==> src/rtl/xmodem_loader_if.sv <==
// UART and IMEM signals seen by the XMODEM program loader.
// The master modport is the loader side; the slave modport is the UART FIFOs and IMEM side.
interface xmodem_loader_if #(
  parameter int NB_UART_DATA    = 8,
  parameter int NB_INSTRUCTION  = 32,
  parameter int IMEM_ADDR_WIDTH = 7
);
  // UART RX FIFO (first-word-fall-through head byte)
  logic                       rx_empty;
  logic [NB_UART_DATA-1:0]    rx_data;
  logic                       rx_rd;
  // UART TX path
  logic                       tx_wr;
  logic [NB_UART_DATA-1:0]    tx_data;
  logic                       tx_start;
  logic                       tx_done;
  // Instruction memory write port
  logic                       imem_wr;
  logic [IMEM_ADDR_WIDTH-1:0] imem_addr;
  logic [NB_INSTRUCTION-1:0]  imem_data;

  modport master (
    input  rx_empty, rx_data, tx_done,
    output rx_rd, tx_wr, tx_data, tx_start, imem_wr, imem_addr, imem_data
  );

  modport slave (
    output rx_empty, rx_data, tx_done,
    input  rx_rd, tx_wr, tx_data, tx_start, imem_wr, imem_addr, imem_data
  );
endinterface

==> src/rtl/xmodem_loader.sv <==
// XMODEM-checksum program loader: receives 128-byte blocks from the UART RX FIFO,
// packs every 4 bytes into a little-endian instruction word written to IMEM,
// and answers each block or EOT with ACK/NAK on the UART TX path.
module xmodem_loader #(
  parameter int NB_UART_DATA    = 8,
  parameter int NB_INSTRUCTION  = 32,
  parameter int IMEM_ADDR_WIDTH = 7
) (
  input  logic            clk,
  input  logic            i_rst,
  input  logic            i_en,
  xmodem_loader_if.master bus,
  output logic            o_busy,
  output logic            o_done,
  output logic            o_overflow
);
  localparam int NB          = NB_UART_DATA;
  localparam int NI          = NB_INSTRUCTION;
  localparam int AW          = IMEM_ADDR_WIDTH;
  localparam int BPW         = NI / NB;
  localparam int WIW         = (BPW > 1) ? $clog2(BPW) : 1;
  localparam int BLOCK_BYTES = 128;

  localparam logic [NB-1:0] SOH = NB'(8'h01);
  localparam logic [NB-1:0] EOT = NB'(8'h04);
  localparam logic [NB-1:0] ACK = NB'(8'h06);
  localparam logic [NB-1:0] NAK = NB'(8'h15);

  typedef enum logic [3:0] {
    S_IDLE, S_WAIT_SOH, S_BLK, S_BLK_N, S_DATA, S_CKSUM,
    S_SEND_WR, S_SEND_START, S_SEND_WAIT, S_DONE
  } state_t;

  state_t          state_q, state_d;
  logic [NB-1:0]   expect_q, expect_d;     // next block number to accept
  logic [NB-1:0]   blk_q, blk_d;
  logic [NB-1:0]   blkn_q, blkn_d;
  logic [NB-1:0]   sum_q, sum_d;
  logic [6:0]      cnt_q, cnt_d;           // data byte index within the block
  logic [WIW-1:0]  widx_q, widx_d;         // byte index within the word
  logic [NI-1:0]   word_q, word_d;
  logic [AW:0]     addr_q, addr_d;         // extra MSB flags "past end of IMEM"
  logic [AW:0]     base_q, base_d;         // address at BLK entry (rewind target)
  logic [AW:0]     last_base_q, last_base_d; // start of the last accepted block
  logic            ovf_q, ovf_d;
  logic            rd_q, rd_d;
  logic            imem_wr_q, imem_wr_d;
  logic [AW-1:0]   imem_addr_q, imem_addr_d;
  logic [NI-1:0]   imem_data_q, imem_data_d;
  logic [NB-1:0]   tx_byte_q, tx_byte_d;
  logic            eot_q, eot_d;

  logic            wants_byte, take, cmp_ok, sum_ok;

  // A byte is consumed only in receiving states, and never the cycle right after a pop
  // so the FIFO head has time to advance.
  assign wants_byte = state_q inside {S_WAIT_SOH, S_BLK, S_BLK_N, S_DATA, S_CKSUM};
  assign take       = wants_byte && i_en && !bus.rx_empty && !rd_q;

  assign bus.rx_rd     = take;
  assign bus.tx_wr     = (state_q == S_SEND_WR);
  assign bus.tx_start  = (state_q == S_SEND_START);
  assign bus.tx_data   = tx_byte_q;
  assign bus.imem_wr   = imem_wr_q;
  assign bus.imem_addr = imem_addr_q;
  assign bus.imem_data = imem_data_q;
  assign o_busy        = !(state_q inside {S_IDLE, S_DONE});
  assign o_done        = (state_q == S_DONE);
  assign o_overflow    = ovf_q;

  // Next-state and datapath decode for the whole loader.
  always_comb begin
    // NOTE: every _d takes its held value first, so no branch can leave one unassigned and infer a latch.
    state_d     = state_q;
    expect_d    = expect_q;
    blk_d       = blk_q;
    blkn_d      = blkn_q;
    sum_d       = sum_q;
    cnt_d       = cnt_q;
    widx_d      = widx_q;
    word_d      = word_q;
    addr_d      = addr_q;
    base_d      = base_q;
    last_base_d = last_base_q;
    ovf_d       = ovf_q;
    imem_addr_d = imem_addr_q;
    imem_data_d = imem_data_q;
    tx_byte_d   = tx_byte_q;
    eot_d       = eot_q;
    imem_wr_d   = 1'b0;
    rd_d        = take;
    cmp_ok      = (blk_q == ~blkn_q);
    sum_ok      = (bus.rx_data == sum_q);

    unique case (state_q)
      S_IDLE: begin
        expect_d    = NB'(1);
        sum_d       = '0;
        cnt_d       = '0;
        widx_d      = '0;
        addr_d      = '0;
        base_d      = '0;
        last_base_d = '0;
        ovf_d       = 1'b0;
        eot_d       = 1'b0;
        if (i_en) state_d = S_WAIT_SOH;
      end
      S_WAIT_SOH: if (take) begin
        if (bus.rx_data == SOH) begin
          base_d  = addr_q;
          state_d = S_BLK;
        end else if (bus.rx_data == EOT) begin
          tx_byte_d = ACK;
          eot_d     = 1'b1;
          state_d   = S_SEND_WR;
        end
      end
      S_BLK: if (take) begin
        blk_d = bus.rx_data;
        // A likely retransmit of the accepted block is written over that block's words.
        if (bus.rx_data == expect_q - NB'(1)) addr_d = last_base_q;
        state_d = S_BLK_N;
      end
      S_BLK_N: if (take) begin
        blkn_d  = bus.rx_data;
        sum_d   = '0;
        cnt_d   = '0;
        widx_d  = '0;
        state_d = S_DATA;
      end
      S_DATA: if (take) begin
        sum_d  = sum_q + bus.rx_data;
        word_d = {bus.rx_data, word_q[NI-1:NB]};
        cnt_d  = cnt_q + 7'd1;
        widx_d = widx_q + WIW'(1);
        if (widx_q == WIW'(BPW - 1)) begin
          widx_d = '0;
          if (addr_q[AW]) begin
            ovf_d = 1'b1;
          end else begin
            imem_wr_d   = 1'b1;
            imem_addr_d = addr_q[AW-1:0];
            imem_data_d = word_d;
            addr_d      = addr_q + 1'b1;
          end
        end
        if (cnt_q == 7'(BLOCK_BYTES - 1)) state_d = S_CKSUM;
      end
      S_CKSUM: if (take) begin
        eot_d   = 1'b0;
        state_d = S_SEND_WR;
        if (cmp_ok && sum_ok && blk_q == expect_q) begin
          expect_d    = expect_q + NB'(1);
          last_base_d = base_q;
          tx_byte_d   = ACK;
        end else if (cmp_ok && sum_ok && blk_q == expect_q - NB'(1)) begin
          addr_d    = base_q;
          tx_byte_d = ACK;
        end else begin
          addr_d    = base_q;
          tx_byte_d = NAK;
        end
      end
      S_SEND_WR:    state_d = S_SEND_START;
      S_SEND_START: state_d = S_SEND_WAIT;
      S_SEND_WAIT:  if (bus.tx_done) state_d = eot_q ? S_DONE : S_WAIT_SOH;
      S_DONE:       if (!i_en) state_d = S_IDLE;
      default:      state_d = S_IDLE;
    endcase

    // Disarming aborts any transfer in progress.
    if (!i_en && state_q != S_IDLE && state_q != S_DONE) begin
      state_d   = S_IDLE;
      imem_wr_d = 1'b0;
    end
  end

  // State and datapath registers.
  always_ff @(posedge clk or posedge i_rst) begin
    if (i_rst) begin
      state_q     <= S_IDLE;
      expect_q    <= NB'(1);
      blk_q       <= '0;
      blkn_q      <= '0;
      sum_q       <= '0;
      cnt_q       <= '0;
      widx_q      <= '0;
      word_q      <= '0;
      addr_q      <= '0;
      base_q      <= '0;
      last_base_q <= '0;
      ovf_q       <= 1'b0;
      rd_q        <= 1'b0;
      imem_wr_q   <= 1'b0;
      imem_addr_q <= '0;
      imem_data_q <= '0;
      tx_byte_q   <= '0;
      eot_q       <= 1'b0;
    end else begin
      // NOTE: non-blocking assignments so every register samples pre-edge values.
      state_q     <= state_d;
      expect_q    <= expect_d;
      blk_q       <= blk_d;
      blkn_q      <= blkn_d;
      sum_q       <= sum_d;
      cnt_q       <= cnt_d;
      widx_q      <= widx_d;
      word_q      <= word_d;
      addr_q      <= addr_d;
      base_q      <= base_d;
      last_base_q <= last_base_d;
      ovf_q       <= ovf_d;
      rd_q        <= rd_d;
      imem_wr_q   <= imem_wr_d;
      imem_addr_q <= imem_addr_d;
      imem_data_q <= imem_data_d;
      tx_byte_q   <= tx_byte_d;
      eot_q       <= eot_d;
    end
  end
endmodule

==> src/flat_wrapper.sv <==
// flat-port wrapper written by rule: the top's interface ports become plain ports
module xmodem_loader_flat 
#(
  parameter int NB_UART_DATA    = 8,
  parameter int NB_INSTRUCTION  = 32,
  parameter int IMEM_ADDR_WIDTH = 7
)
  (clk, i_rst, i_en, o_busy, o_done, o_overflow, bus_rx_empty, bus_rx_data, bus_tx_done, bus_rx_rd, bus_tx_wr, bus_tx_data, bus_tx_start, bus_imem_wr, bus_imem_addr, bus_imem_data);
  xmodem_loader_if #(.NB_UART_DATA(NB_UART_DATA), .NB_INSTRUCTION(NB_INSTRUCTION), .IMEM_ADDR_WIDTH(IMEM_ADDR_WIDTH)) bus_i ();
  input  logic clk;
  input  logic i_rst;
  input  logic i_en;
  output logic o_busy;
  output logic o_done;
  output logic o_overflow;
  input wire logic [$bits(bus_i.rx_empty)-1:0] bus_rx_empty;
  input wire logic [$bits(bus_i.rx_data)-1:0] bus_rx_data;
  input wire logic [$bits(bus_i.tx_done)-1:0] bus_tx_done;
  output wire logic [$bits(bus_i.rx_rd)-1:0] bus_rx_rd;
  output wire logic [$bits(bus_i.tx_wr)-1:0] bus_tx_wr;
  output wire logic [$bits(bus_i.tx_data)-1:0] bus_tx_data;
  output wire logic [$bits(bus_i.tx_start)-1:0] bus_tx_start;
  output wire logic [$bits(bus_i.imem_wr)-1:0] bus_imem_wr;
  output wire logic [$bits(bus_i.imem_addr)-1:0] bus_imem_addr;
  output wire logic [$bits(bus_i.imem_data)-1:0] bus_imem_data;
  assign bus_i.rx_empty = bus_rx_empty;
  assign bus_i.rx_data = bus_rx_data;
  assign bus_i.tx_done = bus_tx_done;
  assign bus_rx_rd = bus_i.rx_rd;
  assign bus_tx_wr = bus_i.tx_wr;
  assign bus_tx_data = bus_i.tx_data;
  assign bus_tx_start = bus_i.tx_start;
  assign bus_imem_wr = bus_i.imem_wr;
  assign bus_imem_addr = bus_i.imem_addr;
  assign bus_imem_data = bus_i.imem_data;
  xmodem_loader #(.NB_UART_DATA(NB_UART_DATA), .NB_INSTRUCTION(NB_INSTRUCTION), .IMEM_ADDR_WIDTH(IMEM_ADDR_WIDTH)) u_core (.clk(clk), .i_rst(i_rst), .i_en(i_en), .bus(bus_i), .o_busy(o_busy), .o_done(o_done), .o_overflow(o_overflow));
endmodule
==> config.mk <==
export PLATFORM = sky130hd
export DESIGN_NAME = xmodem_loader_flat
export DESIGN_NICKNAME = d
export VERILOG_FILES = /design/src/rtl/xmodem_loader_if.sv /design/src/rtl/xmodem_loader.sv /design/src/flat_wrapper.sv
export SDC_FILE = /design/constraint.sdc
export NUM_CORES = 1
export LEC_CHECK = 0
export CAP_MARGIN = 20
export CORE_ASPECT_RATIO = 2
export CORE_MARGIN = 4
export CORE_UTILIZATION = 50
export CTS_CLUSTER_DIAMETER = 120
export DETAILED_ROUTE_END_ITERATION = 8
export GPL_ROUTABILITY_DRIVEN = 0
export GPL_TIMING_DRIVEN = 0
export PLACE_DENSITY = 0.67
export SLEW_MARGIN = 20
export SYNTH_ARGS = -nofsm -noshare
export SYNTH_HDL_FRONTEND = slang
export SYNTH_SLANG_ARGS = --single-unit
export TNS_END_PERCENT = 20
==> constraint.sdc <==
create_clock -name clk -period 8.3 [get_ports clk]
set_input_delay 0.83 -clock clk [delete_from_list [all_inputs] [get_ports clk]]
set_output_delay 0.83 -clock clk [all_outputs]
set_load 0.01 [all_outputs]
==> flow_summary.toml <==
[outcome]
outcome = "completed"

[timing]
slew_viol_final = 0
tns_ns = 0
layout_setup_ws_ns = 3.902
finalHoldViolCount = 0
timing.fmax_ghz = 0.2274
setup_viol = 0
slew_headroom_pct = 37.86
period_minus_slack_ns = 4.398
rsz0062_at_grt = "no"
period_share_pct = 52.99
skew_ns = 0.01009
worst_pin_slew_ns = 0.9298

[clock_network]
root_buffer = "clkbuf_16"
cts_buffers = 17
ctsResizeCount = 0
cts_tree = "built"
h-tree-depth = 4
cts_setup_buffers = 0
clkLatencyLatePin_ns = 0.42
clock_sinks = 139
cts.clk_slew.worst_paths_ns = 0.07
clockBufferDepth = 2
ctsHoldBuffers = 0

[logic_synthesis]
synthCells = 679
avgSynthCellArea_um2 = 10.16
synthFlopType = "dfrtp_1"
yosysWarningCount = 0
synth.area.top_cells = "dfrtp_1, mux2_2, nand2_1, o21ai_0, xor2_1"
yosysTopAreaCell = "dfrtp_1"
yosysUniqueCellTypes = 69
synth_edf_count = 0
post-synth-top-count-cell = "dfrtp_1"
synthArstFlopShare_pct = 100.0
seq_area_frac_synth_pct = 50.45
synth_area_um2 = 6897
synth_top_area_share_pct = 50.07
yosys-top-cells-count = "dfrtp_1, nand2_1, mux2_2"
ys_seq_elements = 139

[setup_path]
reg2reg_to = "u_core.bus.imem_data[22]$_DFFE_PP0P_"
critPathKind = "input pin to output pin"
reg2regPathDepth = 6
critPathCaptureType = "output pin"
cp.arrival_ns = 3.57
r2r_start = "u_core.state_q[2]$_DFFE_PP0P_"
cp_data_required_time_ns = 7.47
rrSetupSlack_ns = 4.85
path_max_fanout = 6
critPathLaunchType = "input pin"

[placed_design]
dp.cells = 899
port_buffers = 61
pre_cts_slack_ns = 3.799
dpl.hpwl_um = 12290

[drt]
met2_length_um = 9108
vias_per_cell = 5.772
post_drt_wl_per_cell_um = 18.46
wl_met1_um = 6661
top_layer = "met4"
detail-route-antenna-nets = 0
wl_met3_um = 755
vias = 5374
wl_um = 17180
drc = 0
drt_iter0_drc = 407
firstDrtPassIters = 8

[layout]
area_growth_pct = 21.41
diodes = 0
nFillCells = 1131
drive_gt1_share_pct = 15.72
nets = 789
stdcell_count = 931

[die]
rows = 60
ios = 67
die_area_um2 = 15850
die-width_um = 91.05
start_util_pct = 51.04
fp.dieH_um = 174.1
core_um2 = 13510

[power_and_ir_drop]
sequentialPowerShare_pct = 36.3
p_int_w = 0.001454
ir_worst_vdd_v = 0.0001943
pwr-share-clk_pct = 34.6
p_sw_w = 0.0008388
power.share.switching_pct = 36.58
power.leakage_nw = 3.951
combPwrFrac_pct = 29.1
power_density_nw_per_um2 = 273.8

[flow_run]
max_cap_viol_count = 0

[global_route]
grt.overflow.total = 0
antenna_found_initial = 0
grt_pass1_vias = 5624
grt_pass1_wl_um = 28550
grt_max_degree = 74
grt_use_total_pct = 22.56

[min_path]
hold_depth = 2
worstHoldEndpoint = "u_core.word_q[10]$_DFFE_PP0P_"
hp-class = "flop to flop"
min_from = "u_core.word_q[10]$_DFFE_PP0P_"
[power groups by stage]
| stage | Combinational [W] | Sequential, W | Clock (W) |
|---|---|---|---|
| 2_1_floorplan | 0.000467 | 0.000823 | 0 |
| 3_3_place_gp | 0.000635 | 0.000838 | 0 |
| 3_5_place_dp | 0.000657 | 0.000842 | 0 |
| 4_1_cts | 0.000663 | 0.000831 | 0.000808 |
| 5_1_grt | 0.000732 | 0.000842 | 0.000833 |
| 6_report | 0.000668 | 0.000832 | 0.000793 |
[worst max-delay path by stage]
stage           from                                    to  slack (ns)  cells past startpoint
2_1_floorplan  i_rst          u_core.addr_q[0]$_DFFE_PP0P_        3.75                      1
3_3_place_gp   i_rst  u_core.bus.imem_data[22]$_DFFE_PP0P_        1.98                      2
3_5_place_dp    i_en                             bus_rx_rd        3.80                      6
4_1_cts         i_en                             bus_rx_rd        3.78                      6
5_1_grt         i_en                             bus_rx_rd        3.84                      6
6_report        i_en                             bus_rx_rd        3.90                      6
[cell usage in the layout, fill, tap and decap left out, drive strengths merged, types with 3 or more instances in the layout]
cell,n
nand2,130
o21a,3
mux2,57
and2,3
a221oi,3
nor2,41
a22oi,3
nor3,19
and3,3
a31oi,4
a21o,7
inv,21
xor2,24
clkdlybuf4s50,61
conb,4
nor3b,3
or2,4
ha,12
xnor2,20
a22o,5
a21oi,13
clkbuf,46
nand4,4
buf,15
dfrtp,138
nor4,5
a2111oi,3
o21ai,47
o31a,3
nand3,19
o31ai,5
nand2b,5
[through the flow]
stage	utilization, %	hold slack (ns)	total power, W	area, um^2
after floorplan	-	0.4402	0.001290	6908
final	61.96	0.4723	0.002293	8373
after global routing	61.96	0.4884	0.002408	8373
after global placement	57.07	0.4549	0.001473	7712
after CTS	61.95	0.4788	0.002302	8372
after detailed placement	57.37	0.4622	0.001499	7752
[logic make-up after synthesis]
| kind of cell | share of synthesized area, % |
|---|---|
| XOR/XNOR | 5.588 |
| adder cells (fa/ha/maj) | 2.467 |
| buffers and inverters | 3.519 |
| flip-flops | 50.45 |
| AND/OR/NAND/NOR | 16.16 |
| AO/OA/AOI/OAI | 12.10 |
| multiplexers | 9.652 |
| other | 0.05437 |
[registers in the layout, indices dropped and copies added, names as in the netlist, 2 cells and up]
name / cells
u_core.cnt_q: 7
u_core.last_base_q: 8
u_core.blk_q: 8
u_core.bus.tx_data: 3
u_core.addr_q: 8
u_core.word_q: 24
u_core.widx_q: 2
u_core.sum_q: 8
u_core.state_q: 4
u_core.expect_q: 8
u_core.blkn_q: 8
u_core.base_q: 8
u_core.bus.imem_addr: 7
u_core.bus.imem_data: 32
[metal layers]
| metal | track usage [%] | vias to the layer above |
|---|---|---|
| li1 | - | 2530 |
| met1 | 25.89 | 2615 |
| met4 | 11.02 | 0 |
| met5 | 0 | - |
| met3 | 4.028 | 43 |
| met2 | 39.93 | 186 |
[final cells by class]
cell class / count / area [um^2] / share of cell area [%]
Sequential cell: 139 / 3480 / 41.56
Tap cell: 155 / 193.9 / 2.316
Inverter: 12 / 52.55 / 0.6276
Clock inverter: 15 / 193.9 / 2.316
Buffer: 43 / 197.7 / 2.361
Clock buffer: 17 / 425.4 / 5.081
Multi-Input combinational cell: 488 / 3192 / 38.12
Timing Repair Buffer: 62 / 638.1 / 7.621
[critical path, cell delays in order]
cell and delay (ns):
clkdlybuf4s50_1 0.59, nand2b_1 0.11, a2111oi_1 0.75, o21ai_1 0.43, inv_1 0.27, clkdlybuf4s50_1 0.58
No activity file was read; power rests on OpenSTA's default activity.
==> RTL edit, RTL diff (config.mk and constraints unchanged) <==
`NB_UART_DATA` is set to 8 in 3 places; all go to 16.
--- a/src/rtl/xmodem_loader_if.sv
+++ b/src/rtl/xmodem_loader_if.sv
@@ -2,5 +2,5 @@
 // The master modport is the loader side; the slave modport is the UART FIFOs and IMEM side.
 interface xmodem_loader_if #(
-  parameter int NB_UART_DATA    = 8,
+  parameter int NB_UART_DATA    = 16,
   parameter int NB_INSTRUCTION  = 32,
   parameter int IMEM_ADDR_WIDTH = 7
--- a/src/rtl/xmodem_loader.sv
+++ b/src/rtl/xmodem_loader.sv
@@ -3,5 +3,5 @@
 // and answers each block or EOT with ACK/NAK on the UART TX path.
 module xmodem_loader #(
-  parameter int NB_UART_DATA    = 8,
+  parameter int NB_UART_DATA    = 16,
   parameter int NB_INSTRUCTION  = 32,
   parameter int IMEM_ADDR_WIDTH = 7
--- a/src/flat_wrapper.sv
+++ b/src/flat_wrapper.sv
@@ -2,5 +2,5 @@
 module xmodem_loader_flat 
 #(
-  parameter int NB_UART_DATA    = 8,
+  parameter int NB_UART_DATA    = 16,
   parameter int NB_INSTRUCTION  = 32,
   parameter int IMEM_ADDR_WIDTH = 7
Interface: changed (resized bus_rx_data and bus_tx_data); port bits go from 67 to 83. No check against the original RTL was run, so the function may have changed too.
==> RTL edit against the original RTL <==
  * Critical path depth increased by 4
  * Cell area increased by 26%
  * Worst setup slack better by 0.029 ns
  * Sequential cell count rose by 23
  * Global-route usage is 3.5 points higher
  * Total power increased by 22%
  * Routed wire length up 45%
  * Synthesized area up 30%
  * Largest cell class is now multi-input combinational cells
  * Largest power group unchanged
  * Highest routed layer unchanged
==> RTL edit: results (changes against the original RTL) <==
max-slew violation count=0 (unchanged); synth warn=0 (unchanged); CTS max path bufs=2 (unchanged); Initial DRC Count=350 (-14%); # diodes=0 (unchanged); clk_skew=0.0111 ns (+0.00103 ns); slew margin rel.=0.335 (-0.0434); Inserted Clock Buffers=17 (unchanged); IR drop worst, VDD=0.000164 V (-16%); largest cells by area after synthesis=dfrtp_1, nand2_1, mux2_2; Crit Path Max Fanout=8 (+2); post-synthesis sequential area ratio=0.452 (-0.0521); global-route wire length before repair=40300 um (+41%); Crit path largest cell delay=0.78 ns (+0.03 ns); nets@finish=1111 (+41%); Critical-path top delay cell=clkdlybuf4s50_1; Overall Global Routing Usage=0.260 (+0.0347); final count of hold timing violations=0 (unchanged); switching power=1.06 mW (+26%); Commonest cells post-synth=nand2_1, dfrtp_1, o21ai_0, nor2_1, xnor2_1; detailed placement HPWL=18200 um (+48%); FFs w/ async S/R, synth=1.00 (unchanged); largest net degree at the start of global routing=103 (+39%); CTS root buf=clkbuf_16; hold crit path type=register to register; outcome=complete, no violations; Port Buffer Count=69 (+13%); Largest register FFs=32 (unchanged); layout cell share with drive strength beyond 1=0.109 (-0.0482); vias in the first global route=7524 (+34%); ys flop type=dfrtp_1; initial antenna violation count=0 (unchanged); Worst Path Arrival=4.71 ns (+1.14 ns); Initial DRT Pass Iterations=5 (-3); clock latency on the worst-skew pair=roughly 0.43 ns; wire per inst=19.2 um (+4.2%); cts repair resizes=0 (unchanged); FILL cells=1553 (+37%); Vias=7534 (+40%); distinct cell type count after synthesis=77 (+12%); Lkg Pwr=4.66 nW (+18%); setup bufs post-CTS=0 (unchanged); Clk pin slew, worst setup/hold paths=0.07 ns (about the same); H-tree depth=4 (unchanged)
==> RTL edit: path summary, 6_finish.rpt <==
| check | start | endpoint | slack [ns] | depth (start not counted) |
|---|---|---|---|---|
| worst max-delay path | bus_rx_data[11] | u_core.addr_q[1] | 3.93 | 10 |
| worst min-delay path | u_core.word_q[18] | u_core.bus.imem_data[2] | 0.46 | 2 |
| worst max register to register | u_core.expect_q[0] | u_core.bus.tx_data[0] | 4.61 | 11 |
| worst min register to register | u_core.word_q[18] | u_core.bus.imem_data[2] | 0.46 | 2 |
| max in group asynchronous | i_rst | u_core.addr_q[3] | 6.59 | 3 |
| min in group asynchronous | i_rst | u_core.bus.imem_data[2] | 0.83 | 2 |
==> RTL edit: power by group through the flow <==
stage	sequential (mW)	combinational, mW	clock, mW
after floorplan	1.05	0.681	0
after global placement	1.08	0.946	0
after detailed placement	1.09	0.963	0
after CTS	1.07	0.969	0.769
after global routing	1.09	1.07	0.802
final	1.08	0.972	0.755
==> RTL edit: worst max-delay path, delay by kind of cell <==
kind                     cells  cell delay [ns]
AND/OR/NAND/NOR              5             1.72
buffers and inverters        2             0.96
AO/OA/AOI/OAI                2             0.88
adder cells (fa/ha/maj)      1             0.31
==> RTL edit: per-stage QoR <==
step	hold slack [ns]	util	cells	setup WS, ns	area (um2)
floorplan	0.439	-	981	3.10	9000
global placement	0.447	0.563	1263	0.738	9960
detailed placement	0.452	0.566	1264	3.56	10000
CTS	0.469	0.598	1295	3.99	10600
global route	0.488	0.598	1295	3.66	10600
finish	0.464	0.598	1295	3.93	10600
==> RTL edit: cells by family after synthesis <==
| kind of cell | Yosys count | synth area share |
|---|---|---|
| other | 1 | 0.000418 |
| buffers and inverters | 89 | 0.0450 |
| DFF | 162 | 0.452 |
| AOI/OAI and AO/OA | 166 | 0.121 |
| muxes | 48 | 0.0600 |
| and+or+nand+nor | 396 | 0.206 |
| adders and majority gates | 20 | 0.0288 |
| xor gates and xnor gates | 88 | 0.0860 |
==> RTL edit: area by class of cell <==
cell class / count / area (um2) / area share
plain buffers: 69 / 328 / 0.0310
clock buffers: 21 / 450 / 0.0426
clock inverters: 10 / 105 / 0.00994
inverters: 20 / 82.6 / 0.00781
multi-input cells: 730 / 4570 / 0.432
flip-flops and latches: 162 / 4060 / 0.383
well taps: 213 / 267 / 0.0252
repair buffers: 70 / 718 / 0.0679
==> RTL edit: routing by layer <==
layer	track usage	vias up	wire [um]
met5	0	-	0
met4	0.118	0	1010
met3	0.0329	66	894
met2	0.468	215	13600
met1	0.300	3687	9380
li1	-	3566	-
